===== src/rtl/s8sp_pkg.sv =====
// s8sp_pkg: shared encodings for the ALU arbiter slice
package s8sp_pkg;
  localparam logic [1:0] IDLE = 2'd0;
  localparam logic [1:0] EXEC = 2'd1;
  localparam logic [1:0] RESP = 2'd2;
  localparam int FLAG_N = 3;
  localparam int FLAG_Z = 2;
  localparam int FLAG_C = 1;
  localparam int FLAG_V = 0;
  localparam logic OP_ADD = 1'b0;
  localparam logic OP_SUB = 1'b1;
endpackage


===== src/rtl/alu_arbiter_rr_arb2.sv =====
// rr_arb2: two-input round-robin grant, ptr wins only on contention
module rr_arb2 (
  input  logic [1:0] req_valid,
  input  logic       ptr,
  output logic [1:0] grant
);
  assign grant = (req_valid == 2'b11) ? (ptr ? 2'b10 : 2'b01) : req_valid;
endmodule


===== src/rtl/alu_arbiter.sv =====
// alu_arbiter: shares one add/sub alu_block between two requesters and owns the NZCV flags
module alu_arbiter
  import s8sp_pkg::*;
#(
  parameter int         DATA_W    = 8,
  parameter logic [3:0] FLAG_MASK = 4'b1111
) (
  input  logic              clk,
  input  logic              reset,
  input  logic [1:0]        req_valid,
  output logic [1:0]        req_ready,
  input  logic [DATA_W-1:0] req0_a,
  input  logic [DATA_W-1:0] req0_b,
  input  logic              req0_sub,
  input  logic [DATA_W-1:0] req1_a,
  input  logic [DATA_W-1:0] req1_b,
  input  logic              req1_sub,
  output logic [DATA_W-1:0] alu_in1,
  output logic [DATA_W-1:0] alu_in2,
  output logic              alu_sub_nadd,
  input  logic [DATA_W:0]   alu_result,
  output logic              rsp_valid,
  input  logic              rsp_ready,
  output logic              rsp_id,
  output logic [DATA_W-1:0] rsp_data,
  output logic [3:0]        flags
);
  logic [1:0]        state;
  logic              ptr;
  logic [1:0]        grant;
  logic              gidx;
  logic [DATA_W-1:0] s;
  logic              a7, b7, s7;
  logic [3:0]        nf;

  rr_arb2 u_arb (.req_valid(req_valid), .ptr(ptr), .grant(grant));

  assign req_ready = (reset && state == IDLE) ? grant : 2'b00;
  assign gidx      = grant[1];
  assign s         = alu_result[DATA_W-1:0];
  assign a7        = alu_in1[DATA_W-1];
  assign b7        = alu_in2[DATA_W-1];
  assign s7        = s[DATA_W-1];

  // overflow: operands effectively same-signed (b inverted for sub) yet result sign flips
  always_comb begin
    nf         = 4'b0000;
    nf[FLAG_N] = s7;
    nf[FLAG_Z] = (s == '0);
    nf[FLAG_C] = alu_result[DATA_W];
    nf[FLAG_V] = (alu_sub_nadd == OP_SUB) ? ((a7 != b7) && (s7 != a7)) : ((a7 == b7) && (s7 != a7));
  end

  always_ff @(posedge clk) begin
    if (!reset) begin
      state        <= IDLE;
      ptr          <= 1'b0;
      rsp_valid    <= 1'b0;
      rsp_id       <= 1'b0;
      rsp_data     <= '0;
      flags        <= 4'b0000;
      alu_in1      <= '0;
      alu_in2      <= '0;
      alu_sub_nadd <= 1'b0;
    end else if (state == IDLE) begin
      if (|req_ready) begin
        alu_in1      <= gidx ? req1_a : req0_a;
        alu_in2      <= gidx ? req1_b : req0_b;
        alu_sub_nadd <= gidx ? req1_sub : req0_sub;
        rsp_id       <= gidx;
        ptr          <= ~gidx;
        state        <= EXEC;
      end
    end else if (state == EXEC) begin
      rsp_data  <= s;
      rsp_valid <= 1'b1;
      flags     <= (flags & ~FLAG_MASK) | (nf & FLAG_MASK);
      state     <= RESP;
    end else if (state == RESP) begin
      if (rsp_ready) begin
        rsp_valid <= 1'b0;
        state     <= IDLE;
      end
    end else begin
      state <= IDLE;
    end
  end
endmodule


===== config.mk =====
export PLATFORM = sky130hd
export DESIGN_NAME = alu_arbiter
export DESIGN_NICKNAME = d
export VERILOG_FILES = /design/src/rtl/s8sp_pkg.sv /design/src/rtl/alu_arbiter_rr_arb2.sv /design/src/rtl/alu_arbiter.sv
export SDC_FILE = /design/constraint.sdc
export NUM_CORES = 1
export LEC_CHECK = 0
export ABC_AREA = 0
export CAP_MARGIN = 30
export CORE_MARGIN = 4
export CORE_UTILIZATION = 30
export CTS_CLUSTER_SIZE = 8
export DETAILED_ROUTE_END_ITERATION = 10
export DONT_BUFFER_PORTS = 1
export GPL_TIMING_DRIVEN = 0
export PLACE_DENSITY = 0.48
export SYNTH_ARGS = -nofsm -noshare
export SYNTH_HDL_FRONTEND = slang
export SYNTH_HIERARCHICAL = 1
export SYNTH_SLANG_ARGS = --single-unit

===== constraint.sdc =====
create_clock -name clk -period 2.39 [get_ports clk]
set_clock_uncertainty 0.05 [all_clocks]
set_input_delay 0.478 -clock clk [delete_from_list [all_inputs] [get_ports clk]]
set_output_delay 0.478 -clock clk [all_outputs]
set_load 0.01 [all_outputs]

After elaboration in Yosys (flattened, before gate mapping)
Index checks and enable logic that the tools add are counted.
- flip-flop bits (word level): 34
- bits in latches: 0
- bits in writable memories: 0
- bits in read-only memories: 0
- input bits: 48
- output and inout port bits: 33
- logic and storage cells: 46
- memories: 0
- add/sub/neg operators: 0
- $mul: 0
- div/mod/pow operators: 0
- $lt $le $gt $ge: 0
- eq/ne operators: 8
- shift-type cells: 0
- muxes and demuxes: 15
- bitwise gates (word level): 2
- reduce and logical (&&, ||, !) cells: 12
- operator list (kind ; number):
    two-way mux 2 bit ; 8
    two-way mux 8 bit ; 2
    zero test 8 bit ; 1
    AND reduction 2 bit ; 3
    two-way mux 1 bit ; 5
    == test 2 bit, second input constant ; 2
    inequality test 4 bit, second input constant ; 1
    nonzero test 2 bit ; 2
    logical AND 1 bit ; 3
    AND reduction 3 bit ; 1
    == test 2 x 1 -> 1 bit, second input constant ; 1
    zero test 2 bit ; 1
    inequality test 1 bit ; 2
    inequality test 2 x 1 -> 1 bit, second input constant ; 1
    inverter 1 bit ; 2
    OR reduction 2 bit ; 1
    == test 1 bit ; 1

Logic depth before layout (Yosys ltp)
- word-level depth: 6
- gate-level depth with buffers: 8
- depth with buffers taken out: 5

By module
The synthesis kept the hierarchy.
- modules (own cells, without submodules) (module ; instances ; cells each ; area an instance (um^2) ; sequential area each (um^2)):
    alu_arbiter ; 1 ; 153 ; 1503.9 ; 660.6
    rr_arb2 ; 1 ; 3 ; 18.8 ; 0.0

Least setup slack after synthesis
No wires, ideal clock.
- path type: input-to-output
- start: input req_valid[1]
- end: output req_ready[1]
- data arrival time: 1.165 ns
- data required time: 1.862 ns
- slack: 0.697 ns
- stages: 4
- path buffers: 1
- cells stage by stage: a21boi_1 > buf_2 > nand3_1 > inv_1
- word-level cells in the longest chain between the ends: 3
- RTL lines (item ; RTL line ; text):
    start: declaration ; alu_arbiter.sv:10 ; input logic [1:0] req_valid,
    == test 2 bit ; alu_arbiter_rr_arb2.sv:7 ; assign grant = (req_valid == 2'b11) ? (ptr ? 2'b10 : 2'b01) : req_valid;
    two-way mux 2 bit (*) ; alu_arbiter_rr_arb2.sv:7 ;
    two-way mux 2 bit (*) ; alu_arbiter.sv:38 ; assign req_ready = (reset && state == IDLE) ? grant : 2'b00;
    end: declaration ; alu_arbiter.sv:11 ; output logic [1:0] req_ready,
Every way passes the cells marked *; elsewhere a longest branch is shown, timed or not.

Final worst setup path
- start: register ptr
- end: output req_ready[1]
- word-level cells in the longest chain between the ends: 3
- RTL lines (item ; RTL line ; text):
    start: declaration ; alu_arbiter.sv:29 ; logic ptr;
    start signal: assignment ; alu_arbiter.sv:71 ; ptr <= ~gidx;
    two-way mux 2 bit (2 in series) ; alu_arbiter_rr_arb2.sv:7 ;
    net grant[1] ; alu_arbiter.sv:30 ; logic [1:0] grant;
    two-way mux 2 bit ; alu_arbiter.sv:38 ;
The timed path passes the listed nets, and every way through them passes these cells.

==> impl_metrics.csv <==
group,metric,value,unit
synth,syn_inst,156,
worst_setup_path,start_kind,"register",
sta,finalSetupViolCount,0,
worst_setup_path,r2r_cells,7,
worst_setup_path,cpPeakStageDelay,350,ps
floorplan,die_x,79.2,microns
worst_setup_path,cp-end-kind,"primary output",
route,dr.max_layer_used,"met4",
route,firstDrtPassIters,4,
route,routedWlPerCell,16.2,microns
layout,area_delta_synth_final,13.1,%
route,wl_met1,1510,microns
worst_setup_path,crit_path_frequent_cell,"inv_1",
cts,cts_buffer_depth,2,
floorplan,die-height,79.2,microns
place,gp_congestion,0.744,
layout,fin_nets,214,
synth,synth_common_cells,"dfxtp_1, nand2_1, mux2i_1",
worst_setup_path,cp_slowest_cell,"dfxtp_1",
route,dr_wl_met2,1890,microns
sta,fmax,485,MHz
worst_setup_path,crit_arrival,1530,ps
route,viasPerCell,4.96,
global_routing,grt_pass1_wl,5890,microns
synth,synth_top_area_cell,"dfxtp_1",
synth,syn_nets,207,
sta,slew_headroom,71.2,%
worst_hold_path,hold_path_depth,3,
synth,synth_cell_types,26,
global_routing,grt_use_total,12.3,%
route,routed_wl,3750,microns
route,drc,0,
global_routing,antenna_found_initial,0,
synth,async_flop_share,0,%
worst_setup_path,crit_required,1860,ps
route,dr.first_iter.drc_count,40,
global_routing,grt_remaining_overflow,0,
floorplan,initial_utilization,31.6,%
status,status,"complete, no violations",
cts,clk_pin_slew,70,ps
route,vias,1145,
worst_setup_path,crit_cells,5,
global_routing,grt_pass1_vias,1207,
worst_setup_path,ff2ff_setup_slack,850,ps
cts,cts_tree,"done",
global_routing,grt_max_degree,11,
synth,ys_top_cells_by_area,"dfxtp_1, mux2i_1, o211a_1",
cts,post_cts_resized,0,
worst_setup_path,worstSetupPathType,"register to primary output",
worst_setup_path,worst-path-buf-inv,3,
synth,ys_seq_elements,33,
synth,synth-edff-count,0,
cts,root_buffer,"clkbuf_8",
cts,post_cts_buffers,0,
layout,diodes,0,
synth,avgSynthCellArea,9.76,sq um
floorplan,die_area,0.00628,sq mm
synth,yosys_warnings,6,
sta,drv_slew,0,
floorplan,core,0.00482,sq mm
flow_run,cap_violations,0,
place,detailed_place_hpwl,2920,microns
cts,postCtsHoldBufs,0,
pwr,irDropWorstVdd,0.000245,V
sta,finalSetupTns,0,ps
worst_setup_path,cp_cell_sequence,"inv_1, a21boi_1, buf_2, nand3_1, inv_1",
route,ant_nets,0,
sta,fin_ws,327,ps
cts,insertion_delay,280,ps
cts,numCtsBuffers,5,
route,met3_length,335,microns
worst_setup_path,cp_top_family,"buffers and inverters",
floorplan,ios,81,
worst_setup_path,cp_max_fo,10,
worst_hold_path,hp-class,"primary input to register",
layout,final_area,0.00172,sq mm
sta,post-route-period-util,86.3,%
sta,min_period,2060,ps
synth,synth_most_common_cell,"dfxtp_1",
synth,netlist_area,0.00152,sq mm
synth,synthFlopType,"dfxtp_1",
place,port_buffers,0,
pwr,p_leak,0.763,nW
sta,final-hold-violation-count,0,
cts,clock-sinks,33,
sta,worstMarginPinSlew,431,ps
synth,yosys.area.top_type_share,43.4,%
floorplan,num_rows,25,
sta,rsz0062_at_grt,"false",
place,place_worst_setup_slack,509,ps
pwr,powerDensity,821,mW/mm^2
synth,ys_seq_area_share,43.4,%
place,dpl-instance-area,0.00161,sq mm
cts,htree_levels,2,
layout,drive_above_1_share,11.6,%
registers in the layout, indices dropped and copies added (netlist names):
register / flops
rsp_id: 1
flags: 3
ptr: 1
state: 2
rsp_valid: 1
alu_sub_nadd: 1
alu_in2: 8
rsp_data: 8
alu_in1: 8
per-layer routing:
metal	vias up	global-route usage, %
met5	-	0
met4	0	4.12
li1	561	-
met1	541	13.3
met2	41	20.8
met3	2	6.01
logic make-up (layout without fill, tap and decap cells):
group           Yosys count  after routing  share of synthesized area, %
simple gates             42             42                          13.5
compound gates           38             38                          19.3
flops                    33             33                          43.4
mux                      21             21                          13.8
buf+inv                  18             26                          6.98
fa+ha+maj                 3              3                          2.47
xor+xnor                  1              1                         0.575
final timing paths:
kind	endpoint	startpoint
worst max-delay path	req_ready[1]	ptr$_SDFFE_PN0P_
worst min-delay path	flags[2]$_SDFFE_PN0P_	alu_result[6]
worst max register to register	alu_in1[5]$_SDFFE_PN0P_	state[0]$_SDFFE_PN0P_
worst min register to register	state[1]$_SDFFE_PN0P_	state[1]$_SDFFE_PN0P_
power breakdown:
group	switching, mW	internal [mW]	total (mW)
combinational	0.109	0.103	0.212
sequential	0.0625	0.604	0.667
clock	0.195	0.340	0.535
total	0.367	1.05	1.41
per-stage QoR:
stage	std cells	hold WS, ps	util [%]	power (mW)
2_1_floorplan	156	401	-	0.846
3_3_place_gp	223	416	33.4	0.888
3_5_place_dp	223	434	33.4	0.897
4_1_cts	231	312	35.8	1.45
5_1_grt	231	311	35.8	1.49
6_report	231	322	35.8	1.41
placed cells by master, fill, tap and decap left out, types with 3 or more instances in the layout:
master     n
buf_2      7
nand2_1   22
o211a_1   12
clkbuf_8   6
a22oi_1    7
o22ai_1    6
mux2i_1   21
buf_6      3
inv_1      4
o21ai_1    4
dfxtp_1   33
o21a_1     3
nor2b_1   14
ha_1       3
layout make-up:
type                       count  area [sq um]
buffer                        13          87.6
clock buffer                   7          86.3
clock inverter                 1          30.0
fill                         522          3090
inverter                       5          18.8
multi-input combinational    105           756
sequential                    33           661
tap                           67          83.8
worst reg2reg max path, delay by kind of cell, from the launching register on:
kind | cells | cell delay, ps
compound gates | 2 | 330
flops | 1 | 360
fa+ha+maj | 1 | 190
buf+inv | 4 | 510
(Power assumes the default switching activity.)
